### src/rtl/bit4_bus_sink_pkg.sv
// Shared encodings for the 4-bit bus sink: destination select codes and FSM states.
package bit4_bus_sink_pkg;

  typedef enum logic [1:0] {
    DEST_LOAD_A = 2'b00,
    DEST_LOAD_B = 2'b01,
    DEST_ADD_A  = 2'b10,
    DEST_DROP   = 2'b11
  } dest_e;

  typedef enum logic {
    S_IDLE = 1'b0,
    S_ADD  = 1'b1
  } state_e;

endpackage

### src/rtl/bit4_bus_sink.sv
// Receiving end of the 4-bit shared bus: loads RegA/RegB, accumulates into RegA
// over two cycles, or drops the word, with a valid/ready handshake upstream.
module bit4_bus_sink
  import bit4_bus_sink_pkg::*;
#(
  parameter int unsigned WIDTH = 4,
  parameter int unsigned CNTW  = 8
) (
  input  logic             Clock,
  input  logic             Resetn,
  input  logic [WIDTH-1:0] BusData,
  input  logic             BusValid,
  input  logic [1:0]       Dest,
  output logic             BusReady,
  output logic [WIDTH-1:0] RegA,
  output logic [WIDTH-1:0] RegB,
  output logic             Carry,
  output logic             Done,
  output logic [CNTW-1:0]  Count
);

  state_e            r_state;
  logic [WIDTH-1:0]  r_rega;
  logic [WIDTH-1:0]  r_regb;
  logic [WIDTH-1:0]  r_opnd;
  logic              r_carry;
  logic              r_done;
  logic [CNTW-1:0]   r_count;

  state_e            w_state_nxt;
  logic              w_done_nxt;
  logic              w_xfer;
  dest_e             w_dest;
  logic [WIDTH:0]    w_sum;

  assign BusReady = (r_state == S_IDLE);
  assign w_xfer   = BusValid && BusReady;
  assign w_dest   = dest_e'(Dest);
  assign w_sum    = {1'b0, r_rega} + {1'b0, r_opnd};

  // Done for an add is raised on the edge leaving ADD so it lands in the first IDLE cycle.
  always_comb begin
    w_state_nxt = r_state;
    w_done_nxt  = 1'b0;
    case (r_state)
      S_IDLE: begin
        if (w_xfer) begin
          if (w_dest == DEST_ADD_A) begin
            w_state_nxt = S_ADD;
          end else begin
            w_done_nxt = 1'b1;
          end
        end
      end
      S_ADD: begin
        w_state_nxt = S_IDLE;
        w_done_nxt  = 1'b1;
      end
      default: begin
        w_state_nxt = S_IDLE;
      end
    endcase
  end

  always_ff @(posedge Clock) begin
    if (!Resetn) begin
      r_state <= S_IDLE;
      r_rega  <= '0;
      r_regb  <= '0;
      r_opnd  <= '0;
      r_carry <= 1'b0;
      r_done  <= 1'b0;
      r_count <= '0;
    end else begin
      r_state <= w_state_nxt;
      r_done  <= w_done_nxt;
      if (w_xfer) begin
        if (r_count != '1) begin
          r_count <= r_count + CNTW'(1);
        end
        case (w_dest)
          DEST_LOAD_A: r_rega <= BusData;
          DEST_LOAD_B: r_regb <= BusData;
          DEST_ADD_A:  r_opnd <= BusData;
          default:     ;
        endcase
      end
      if (r_state == S_ADD) begin
        {r_carry, r_rega} <= w_sum;
      end
    end
  end

  assign RegA  = r_rega;
  assign RegB  = r_regb;
  assign Carry = r_carry;
  assign Done  = r_done;
  assign Count = r_count;

endmodule

### config.mk
export PLATFORM = sky130hd
export DESIGN_NAME = bit4_bus_sink
export DESIGN_NICKNAME = d
export VERILOG_FILES = /design/src/rtl/bit4_bus_sink_pkg.sv /design/src/rtl/bit4_bus_sink.sv
export SDC_FILE = /design/constraint.sdc
export NUM_CORES = 1
export LEC_CHECK = 0
export BUFFER_PORTS_ARGS = -buffer_cell sky130_fd_sc_hd__buf_4
export CAP_MARGIN = 15
export CORE_AREA = 2 2 78 58
export DETAILED_ROUTE_END_ITERATION = 10
export DIE_AREA = 0 0 80 60
export GPL_TIMING_DRIVEN = 1
export PLACE_DENSITY = 0.55
export SLEW_MARGIN = 20
export SYNTH_ARGS = -nofsm -noshare
export SYNTH_HDL_FRONTEND = slang
export SYNTH_SLANG_ARGS = --single-unit
### constraint.sdc
create_clock -name Clock -period 2.4 [get_ports Clock]
set_input_delay 0.48 -clock Clock [delete_from_list [all_inputs] [get_ports Clock]]
set_output_delay 0.48 -clock Clock [all_outputs]
set_load 0.005 [all_outputs]
**Yosys cells after proc, flatten, opt, wreduce, memory -nomap -nowiden**

Index checks and enable logic that the tools add are counted.

- Bits in registers: 23
- Input port bits: 9
- Output and inout bits: 19
- Word-level logic and storage cells: 30

- Add/subtract/negate cells: 2
- Equal/unequal tests: 3
- Multiplexer cells: 9
- Bitwise gates (word level): 1
- Reduce and logical (&&, ||, !) cells: 8

Operators by type and width:

| operator | count |
|---|---|
| 4-bit two-way mux | 3 |
| 8-bit by 1-bit adder with 8-bit output, second input constant | 1 |
| 8-bit inequality test, second input constant | 1 |
| 2-bit AND reduction | 4 |
| 4-bit by 4-bit adder with 5-bit output | 1 |
| 1-bit two-way mux | 4 |
| 1-bit one-hot mux with 2 select lines | 2 |
| 2-bit nonzero test | 2 |
| 2-bit by 1-bit == test with 1-bit output, second input constant | 1 |
| 2-bit == test, second input constant | 1 |
| 2-bit logical NOT | 1 |
| 1-bit logical AND | 1 |
| 1-bit NOT | 1 |

**Logic depth before layout (Yosys ltp)**

Gate-level depths: netlist of the first run.

- Depth in word-level cells: 4
- Gate-level depth with buffers: 6
- Mapped depth without buffers: 6

**Worst setup path before layout of the first run**

No wires, ideal clock.

- Kind: input port to flip-flop
- Start point: in Dest[1]
- End point: reg r_rega[3] (netlist: RegA[3])
- Data arrival time: 1,440 ps
- Required time: 2,297 ps
- Slack: 856 ps
- Stages on the path: 4
- Path buffers: 1
- Cells stage by stage: or3b_1 clkbuf_2 mux2i_1 a2111oi_2

- Longest elaborated chain between the ends: 3

RTL lines:

| what | line | text |
|---|---|---|
| from (decl) | bit4_bus_sink.sv:13 | `input logic [1:0] Dest,` |
| 2-bit logical NOT | bit4_bus_sink.sv:81 | `case (w_dest)` |
| 2-bit nonzero test (no source line) | - |  |
| 2-bit AND reduction (no source line) | - |  |
| to (signal assigned) | bit4_bus_sink.sv:82 | `DEST_LOAD_A: r_rega <= BusData;` |
| to (signal assigned) | bit4_bus_sink.sv:89 | `{r_carry, r_rega} <= w_sum;` |
| to (decl) | bit4_bus_sink.sv:23 | `logic [WIDTH-1:0] r_rega;` |

Every way passes these cells.
A chain may end at the register's enable or synchronous reset.

**Final worst setup path of the first run**

- Start point: reg r_state
- End point: out BusReady

- Longest elaborated chain between the ends: 1

RTL lines:

| what | line | text |
|---|---|---|
| from (decl) | bit4_bus_sink.sv:22 | `state_e r_state;` |
| from (signal assigned) | bit4_bus_sink.sv:75 | `r_state <= w_state_nxt;` |
| 1-bit NOT | - |  |
| to (decl) | bit4_bus_sink.sv:14 | `output logic BusReady,` |

Every way passes these cells.

==> results of run 1 <==
## critical path, cell delays in order (launching register included)
cell,delay (ps)
dfxtp_1,560
inv_1,220
buf_4,190
## metal layers
metal / global-route usage [%] / share of wire, % / vias up
met5: 0 / 0 / -
met4: 3.63 / 1.0 / 0
met3: 2.87 / 3.3 / 2
met2: 19.5 / 45 / 19
met1: 16.0 / 50 / 484
li1: - / - / 494
## sequential cells by signal, summed over array words and instances, names as in the netlist
name / flops
Carry: 1
Count: 8
Done: 1
RegA: 4
RegB: 4
r_opnd: 4
r_state: 1
## metrics by stage
stage          hold slack, ps  worst slack, ps
3_3_place_gp              478              722
3_5_place_dp              494              698
6_report                  479              694
5_1_grt                   496              624
2_1_floorplan             465              856
4_1_cts                   480              696
## cell usage after synthesis, types with 2 or more instances
| cell | n | share of area, % |
|---|---|---|
| nand2_1 | 10 | 3.2 |
| dfxtp_1 | 23 | 40 |
| ha_1 | 5 | 5.4 |
| nand3_1 | 3 | 1.3 |
| o21ai_0 | 4 | 1.7 |
| clkbuf_2 | 3 | 1.3 |
| a211oi_1 | 4 | 2.6 |
| clkbuf_1 | 3 | 0.97 |
| inv_1 | 8 | 2.6 |
| mux2i_1 | 17 | 15 |
| a31oi_1 | 2 | 1.1 |
| nor2_1 | 9 | 2.9 |
| a21oi_1 | 7 | 3.0 |
| nand2b_1 | 5 | 2.7 |
| nor2b_1 | 3 | 1.6 |
| nor3_1 | 3 | 1.3 |
| and4_1 | 2 | 1.5 |
## cell usage in the layout, fill, tap and decap left out, types with 2 or more instances in the layout
| master | count |
|---|---|
| o21ai_0 | 4 |
| nand3_1 | 3 |
| and4_1 | 2 |
| nor2_1 | 9 |
| a211oi_1 | 4 |
| mux2i_1 | 17 |
| clkbuf_8 | 3 |
| a21oi_1 | 7 |
| buf_4 | 28 |
| inv_1 | 8 |
| ha_1 | 5 |
| a31oi_1 | 2 |
| nand2_1 | 10 |
| nand2b_1 | 5 |
| nor3_1 | 3 |
| dfxtp_1 | 23 |
| nor2b_1 | 3 |
## power by group through the flow
stage	clock network (mW)	registers, mW	logic, mW
final	0.245	0.409	0.0937
after floorplan	0	0.415	0.0517
after CTS	0.253	0.409	0.0945
after global routing	0.268	0.411	0.105
after global placement	0	0.417	0.0920
after detailed placement	0	0.418	0.0944
## worst paths after layout
kind              cells after the start  slack [ps]  startpoint        end
setup / recovery                      2         690     r_state   BusReady
hold reg to reg                       2         510   r_opnd[2]  r_opnd[2]
hold / removal                        3         480  BusData[0]    RegB[0]
setup reg to reg                      6         810     RegA[0]    RegA[2]
## cell families after synthesis
kind of cell,after synthesis,synth area share (%)
xor+xnor,1,0.754
mux,17,14.7
simple gates,43,20.6
flops,23,39.7
buf+inv,15,5.28
fa+ha+maj,6,7.11
compound gates,21,12.0
## layout make-up
type,count,area [sq um]
tap,55,68.8
clock buffer,4,45.0
inverter,8,30.0
fill,428,2650
multi-input combinational,88,639
timing repair buffer,28,210
sequential,23,460
==> impl_metrics.csv, run 1 <==
group,metric,value,unit
synth,ys_seq_elements,23,
finish,antenna_cells,0,
sta,hold_viol,0,
cts,htree_levels,1,
global_route,grt_use_total,12.0,%
die,die_area,0.00480,sq mm
cts,post_cts_resized,0,
worst_setup_path,critPathArrivalTime,1230,ps
global_route,antenna_found_initial,0,
power_and_ir_drop,power_density,514,mW/mm^2
power_and_ir_drop,vdd_drop_max,0.000190,V
synth,yosysWarnings,0,
power_and_ir_drop,p_total,0.748,mW
sta,fin_skew,4.77,ps
routing,via_count,999,
power_and_ir_drop,comb_power_share,12.5,%
synth,synthFlopType,"dfxtp_1",
cts,cts_buffer_depth,2,
synth,syn-num-nets,141,
power_and_ir_drop,p_leak,0.601,nW
synth,ys_seq_area_share,39.7,%
finish,layout-drive-gt1-share,21.9,%
sta,tightest_slew,442,ps
routing,ant_nets,0,
routing,first_pass_iters,4,
synth,syn_inst,126,
sta,fin_tns_setup,0,ps
placement,globalplace.congestion,0.753,
finish,layout.nets,167,
routing,wirelength,2690,um
die,die_w,80,um
power_and_ir_drop,p_clk_share,32.8,%
cts,postCtsSetupRepairBufs,0,
die,rows,20,
cts,root_buffer,"clkbuf_8",
power_and_ir_drop,power.internal,0.563,mW
worst_setup_path,start_kind,"flop",
cts,clk_pin_slew,80,ps
cts,cts_buffers,3,
routing,drc_errors,0,
placement,dp_cells,202,
synth,synthArstFlopShare,0,%
power_and_ir_drop,p_switching,0.185,mW
synth,ys_types,32,
routing,first_iter_violations,90,
placement,port_buffers,27,
sta,min_period,1710,ps
routing,viasPerCell,4.85,
sta,timing.final.crit_share,71.1,%
synth,synth_area,0.00116,sq mm
status,status,"finished, final reports clean",
power_and_ir_drop,seq_power_share,54.7,%
cts,clock-sinks,23,
die,pin_count,28,
sta,rsz0062_at_grt,"false",
worst_setup_path,worstSetupPathType,"reg -> out",
routing,wl_per_cell,13.1,um
cts,ctsHoldBuffers,0,
finish,fin_area,0.00145,sq mm
min_path,hold_class,"in -> reg",
synth,synth.avg_cell_area,9.22,sq um
global_route,grt_max_degree,17,
worst_setup_path,path_max_fanout,12,
sta,relSlewSlack,70.5,%
placement,dp.final_hpwl,2100,um
finish,fin_cells,206,
flow_run,maxCapViolCount,0,
finish,syn_to_final_growth,25.2,%
power_and_ir_drop,switching_share,24.7,%
worst_setup_path,required,1920,ps
sta,max_freq,586,MHz
synth,synth_edf_count,0,
die,core_area,0.00410,sq mm
global_route,grt_pass1_wl,4390,um
global_route,grt_pass1_vias,920,
sta,setup_viol,0,
cts,cts_tree,"done",
cts,worstSkewPairLatency,270,ps
global_route,grt_overflow,0,
die,die_h,60,um
worst_setup_path,end_kind,"output pin",
placement,detailed_place.area,0.00141,sq mm
finish,fin_util,35.4,%
die,start_util,28.3,%
sta,maxSlewViolCount,0,
No activity file was read; power rests on OpenSTA's default activity.
==> inputs of run 2 (changes only) <==
==> constraint.sdc (replaced) <==
create_clock -name Clock -period 1.7 [get_ports Clock]
set_input_delay 0.34 -clock Clock [delete_from_list [all_inputs] [get_ports Clock]]
set_output_delay 0.34 -clock Clock [all_outputs]
set_load 0.005 [all_outputs]
==> impl_metrics.csv, run 2 (same netlist as run 1, synthesis figures left out) <==
group,metric,value,unit
die,rows,20,
finish,fillers,434,
finish,syn_to_final_growth,25.9,%
routing,top_layer,"met4",
routing,wirelength,2740,um
cts,htree_levels,1,
cts,worstSkewPairLatency,270,ps
finish,largest_register_ffs,8,
routing,dr_wl_met2,1270,um
worst_setup_path,path_max_fanout,12,
worst_setup_path,critPathArrivalTime,1250,ps
routing,ant_nets,0,
flow_run,maxCapViolCount,0,
global_route,antenna_found_initial,0,
power_and_ir_drop,p_leak,0.606,nW
finish,multi_input_area,639,sq um
cts,ctsHoldBuffers,0,
sta,maxSlewViolCount,0,
finish,layout-drive-gt1-share,22.4,%
die,start_util,28.3,%
cts,root_buffer,"clkbuf_8",
sta,max_freq,628,MHz
finish,mostFrequentLayoutCell,"buf_4",
worst_setup_path,required,1360,ps
die,die_area,0.00480,sq mm
finish,fin_area,0.00146,sq mm
sta,whs,337,ps
finish,antenna_cells,0,
global_route,grt_pass1_vias,931,
global_route,grt_use_total,12.4,%
finish,layout.nets,168,
sta,fin_tns_setup,0,ps
cts,cts_tree,"done",
worst_setup_path,start_kind,"flop",
worst_setup_path,worstSetupPathType,"reg -> out",
routing,m1WireLength,1330,um
routing,wl_per_cell,13.3,um
sta,worst_slack,107,ps
cts,post_cts_resized,0,
placement,globalplace.congestion,0.741,
die,pin_count,28,
die,die_h,60,um
sta,min_period,1590,ps
finish,ff_latch_area,460,sq um
worst_setup_path,end_kind,"output pin",
sta,setup_viol,0,
global_route,grt_max_degree,17,
placement,dp_cells,203,
cts,clock-sinks,23,
cts,clk_pin_slew,80,ps
global_route,grt_pass1_wl,4520,um
placement,pre_cts_slack,151,ps
sta,timing.final.crit_share,93.7,%
cts,cts_buffers,3,
cts,cts_buffer_depth,2,
placement,port_buffers,27,
status,status,"finished, final reports clean",
sta,rsz0062_at_grt,"false",
min_path,hold_class,"in -> reg",
die,die_w,80,um
sta,tightest_slew,491,ps
routing,dr_wl_met3,95,um
power_and_ir_drop,p_total,1.05,mW
routing,first_pass_iters,4,
routing,drc_errors,0,
placement,detailed_place.area,0.00142,sq mm
routing,first_iter_violations,56,
sta,fin_skew,0.913,ps
finish,fin_util,35.6,%
finish,fin_cells,207,
sta,relSlewSlack,67.2,%
sta,hold_viol,0,
cts,postCtsSetupRepairBufs,0,
routing,via_count,1001,
power_and_ir_drop,power_density,721,mW/mm^2
power_and_ir_drop,vdd_drop_max,0.000261,V
routing,viasPerCell,4.84,
finish,mostFrequentLayoutCells,"buf_4, dfxtp_1, mux2i_1, nand2_1, nor2_1",
placement,dp.final_hpwl,2120,um
die,core_area,0.00410,sq mm
global_route,grt_overflow,0,
## run 2: changes by cell type in the layout (fill, tap and decap cells not counted)
cell | previous run | this run
buf_4 | 28 | 29
## run 2: layout make-up
type / instances / share of cell area, %
multi-input combinational: 88 / 43.8
sequential: 23 / 31.5
timing repair buffer: 29 / 14.9
tap: 55 / 4.71
clock buffer: 4 / 3.08
inverter: 8 / 2.05
## run 2: path summary, 6_finish.rpt
kind | startpoint | endpoint | slack, ps | cells after the start
worst max-delay path | r_state | BusReady | 110 | 2
worst min-delay path | BusData[0] | RegB[0] | 340 | 3
worst max register to register | Count[0] | Count[2] | 130 | 4
worst min register to register | RegB[3] | RegB[3] | 500 | 2
## run 2: power by group
part           switching, mW  total (mW)  internal, mW
combinational         0.0649       0.135        0.0705
sequential            0.0189       0.577         0.558
clock                  0.174       0.342         0.168
total                  0.258        1.05         0.796
## run 2: metal layers
| layer | GRT usage [%] | vias to the layer above |
|---|---|---|
| li1 | - | 498 |
| met1 | 15.6 | 473 |
| met2 | 21.2 | 23 |
| met3 | 2.87 | 7 |
| met4 | 4.36 | 0 |
| met5 | 0 | - |
## run 2: worst max-delay path: stages, from the launching register on
cell	delay, ps
dfxtp_1	560
inv_1	240
buf_4	190
==> inputs of run 3 (changes only) <==
--- a/config.mk
+++ b/config.mk
@@ -5,13 +5,14 @@
 export SDC_FILE = /design/constraint.sdc
 export NUM_CORES = 1
 export LEC_CHECK = 0
+export ABC_AREA = 1
 export BUFFER_PORTS_ARGS = -buffer_cell sky130_fd_sc_hd__buf_4
 export CAP_MARGIN = 15
 export CORE_AREA = 2 2 78 58
 export DETAILED_ROUTE_END_ITERATION = 10
 export DIE_AREA = 0 0 80 60
 export GPL_TIMING_DRIVEN = 1
-export PLACE_DENSITY = 0.55
+export PLACE_DENSITY = 0.56
 export SLEW_MARGIN = 20
 export SYNTH_ARGS = -nofsm -noshare
 export SYNTH_HDL_FRONTEND = slang
==> impl_metrics.csv, run 3 <==
group,metric,value,unit
status,status,"finished, final reports clean",
synth,yosysTopAreaCell,"dfxtp_1",
global_route,grt_pass1_wl,4420,um
finish,fin_area,0.00149,sq mm
sta,fin_skew,5.05,ps
worst_setup_path,required,1910,ps
finish,ff_latch_area,463,sq um
synth,synth_edf_count,0,
sta,timing.final.crit_share,92.7,%
sta,setup_viol,0,
cts,cts_tree,"done",
die,die_area,0.00480,sq mm
cts,ctsHoldBuffers,0,
routing,wirelength,2670,um
sta,relSlewSlack,78.3,%
worst_setup_path,worstSetupPathType,"reg -> reg",
cts,worstSkewPairLatency,270,ps
synth,synthArstFlopShare,0,%
finish,layout-drive-gt1-share,24.2,%
routing,wl_per_cell,10.7,um
flow_run,maxCapViolCount,0,
routing,via_count,1077,
placement,detailed_place.area,0.00144,sq mm
placement,globalplace.congestion,0.773,
finish,multi_input_area,613,sq um
placement,port_buffers,27,
die,die_w,80,um
die,pin_count,28,
finish,antenna_cells,0,
synth,syn-num-nets,179,
cts,clk_pin_slew,90,ps
finish,fillers,443,
synth,synth_area,0.00117,sq mm
worst_setup_path,path_max_fanout,3,
synth,synth.most_common_cell,"nand2_1",
cts,post_cts_resized,0,
power_and_ir_drop,power_density,729,mW/mm^2
global_route,grt_pass1_vias,937,
sta,min_period,1580,ps
synth,ys_seq_area_share,39.3,%
min_path,hold_class,"in -> reg",
global_route,antenna_found_initial,0,
finish,layout.nets,210,
worst_setup_path,start_kind,"flop",
synth,yosysWarnings,0,
synth,ys_seq_elements,23,
routing,drc_errors,0,
die,rows,20,
routing,viasPerCell,4.33,
finish,mostFrequentLayoutCells,"nand2_1, buf_4, nor2_1, dfxtp_1, inv_1",
sta,hold_viol,0,
power_and_ir_drop,vdd_drop_max,0.000331,V
synth,syn_inst,164,
synth,synthTopCellsByCount,"nand2_1, dfxtp_1, nor2_1",
cts,cts_buffers,3,
global_route,grt_max_degree,18,
finish,fin_util,36.4,%
synth,ys_top_cells_by_area,"dfxtp_1, nand2_1, nor2_1",
cts,clock-sinks,23,
placement,dp.final_hpwl,2080,um
global_route,grt_overflow,0,
finish,mostFrequentLayoutCell,"nand2_1",
sta,max_freq,634,MHz
finish,syn_to_final_growth,27.3,%
synth,synth_top_area_share,39.3,%
cts,htree_levels,1,
synth,synth.avg_cell_area,7.15,sq um
routing,first_pass_iters,4,
power_and_ir_drop,p_leak,0.677,nW
global_route,grt_use_total,12.1,%
worst_setup_path,critPathArrivalTime,1780,ps
sta,tightest_slew,326,ps
cts,postCtsSetupRepairBufs,0,
worst_setup_path,end_kind,"flop",
die,start_util,28.6,%
die,core_area,0.00410,sq mm
routing,ant_nets,0,
finish,largest_register_ffs,8,
cts,cts_buffer_depth,2,
synth,synthFlopType,"dfxtp_1",
cts,root_buffer,"clkbuf_8",
die,die_h,60,um
synth,ys_types,24,
routing,first_iter_violations,71,
sta,maxSlewViolCount,0,
## run 3: cell count changes after synthesis, moves of 4 or more
cell and change:
a211oi_1 -4, nand3_1 +7, inv_1 +13, nor2_1 +13, nand2_1 +21, o21ai_0 +12, mux2i_1 -17, nand2b_1 -5
a21oi_1 +7
## run 3: cells by family (layout without fill, tap and decap cells)
group           after synthesis  count (layout)  synth area share [%]
simple gates                 75              75                  29.8
compound gates               32              32                  13.8
buf+inv                      26              56                  8.64
flops                        23              23                  39.3
fa+ha+maj                     6               6                  7.04
xor+xnor                      2               2                  1.49
## run 3: worst paths after layout
kind / start / endpoint / slack (ps) / depth (start not counted)
min reg2reg: RegA[3] / RegA[3] / 510 / 2
max reg2reg: RegA[0] / Carry / 120 / 7
max: RegA[0] / Carry / 120 / 7
min: BusData[1] / RegB[1] / 310 / 3
## run 3: stage by stage
step	cells	hold WS (ps)	TNS, ps	worst slack, ps	power, mW
2_1_floorplan	164	475	0	197	0.670
3_3_place_gp	245	496	0	150	0.740
3_5_place_dp	245	499	0	127	0.739
4_1_cts	249	306	0	81.2	1.11
5_1_grt	249	322	-1.84	-1.84	1.15
6_report	249	314	0	123	1.09
## run 3: power by group
part | internal, mW | switching (mW) | total (mW) | leakage, nW
logic | 0.0656 | 0.0808 | 0.146 | 0.466
clock network | 0.166 | 0.196 | 0.363 | 0.0217
registers | 0.562 | 0.0177 | 0.580 | 0.189
total | 0.794 | 0.295 | 1.09 | 0.677
## run 3: area by class of cell
| class | count | share of cell area [%] |
|---|---|---|
| inverters | 25 | 6.45 |
| multi-input cells | 115 | 41.1 |
| flip-flops and latches | 23 | 31.0 |
| clock inverters | 1 | 0.503 |
| clock buffers | 3 | 2.77 |
| well taps | 55 | 4.61 |
| repair buffers | 27 | 13.6 |
## run 3: critical path: stages (launching register included)
cell,delay (ps)
dfxtp_2,350
ha_2,190
inv_1,50
fa_1,390
or2_2,320
nand2_1,70
nand2_1,50
a21oi_1,100
## run 3: layer usage
layer  vias up  GRT usage (%)  wire length, um
met5         -              0                0
met4         0           4.36               10
met3         2           3.32              104
met2        18           18.0             1130
met1       472           16.8             1430
li1        585              -                -
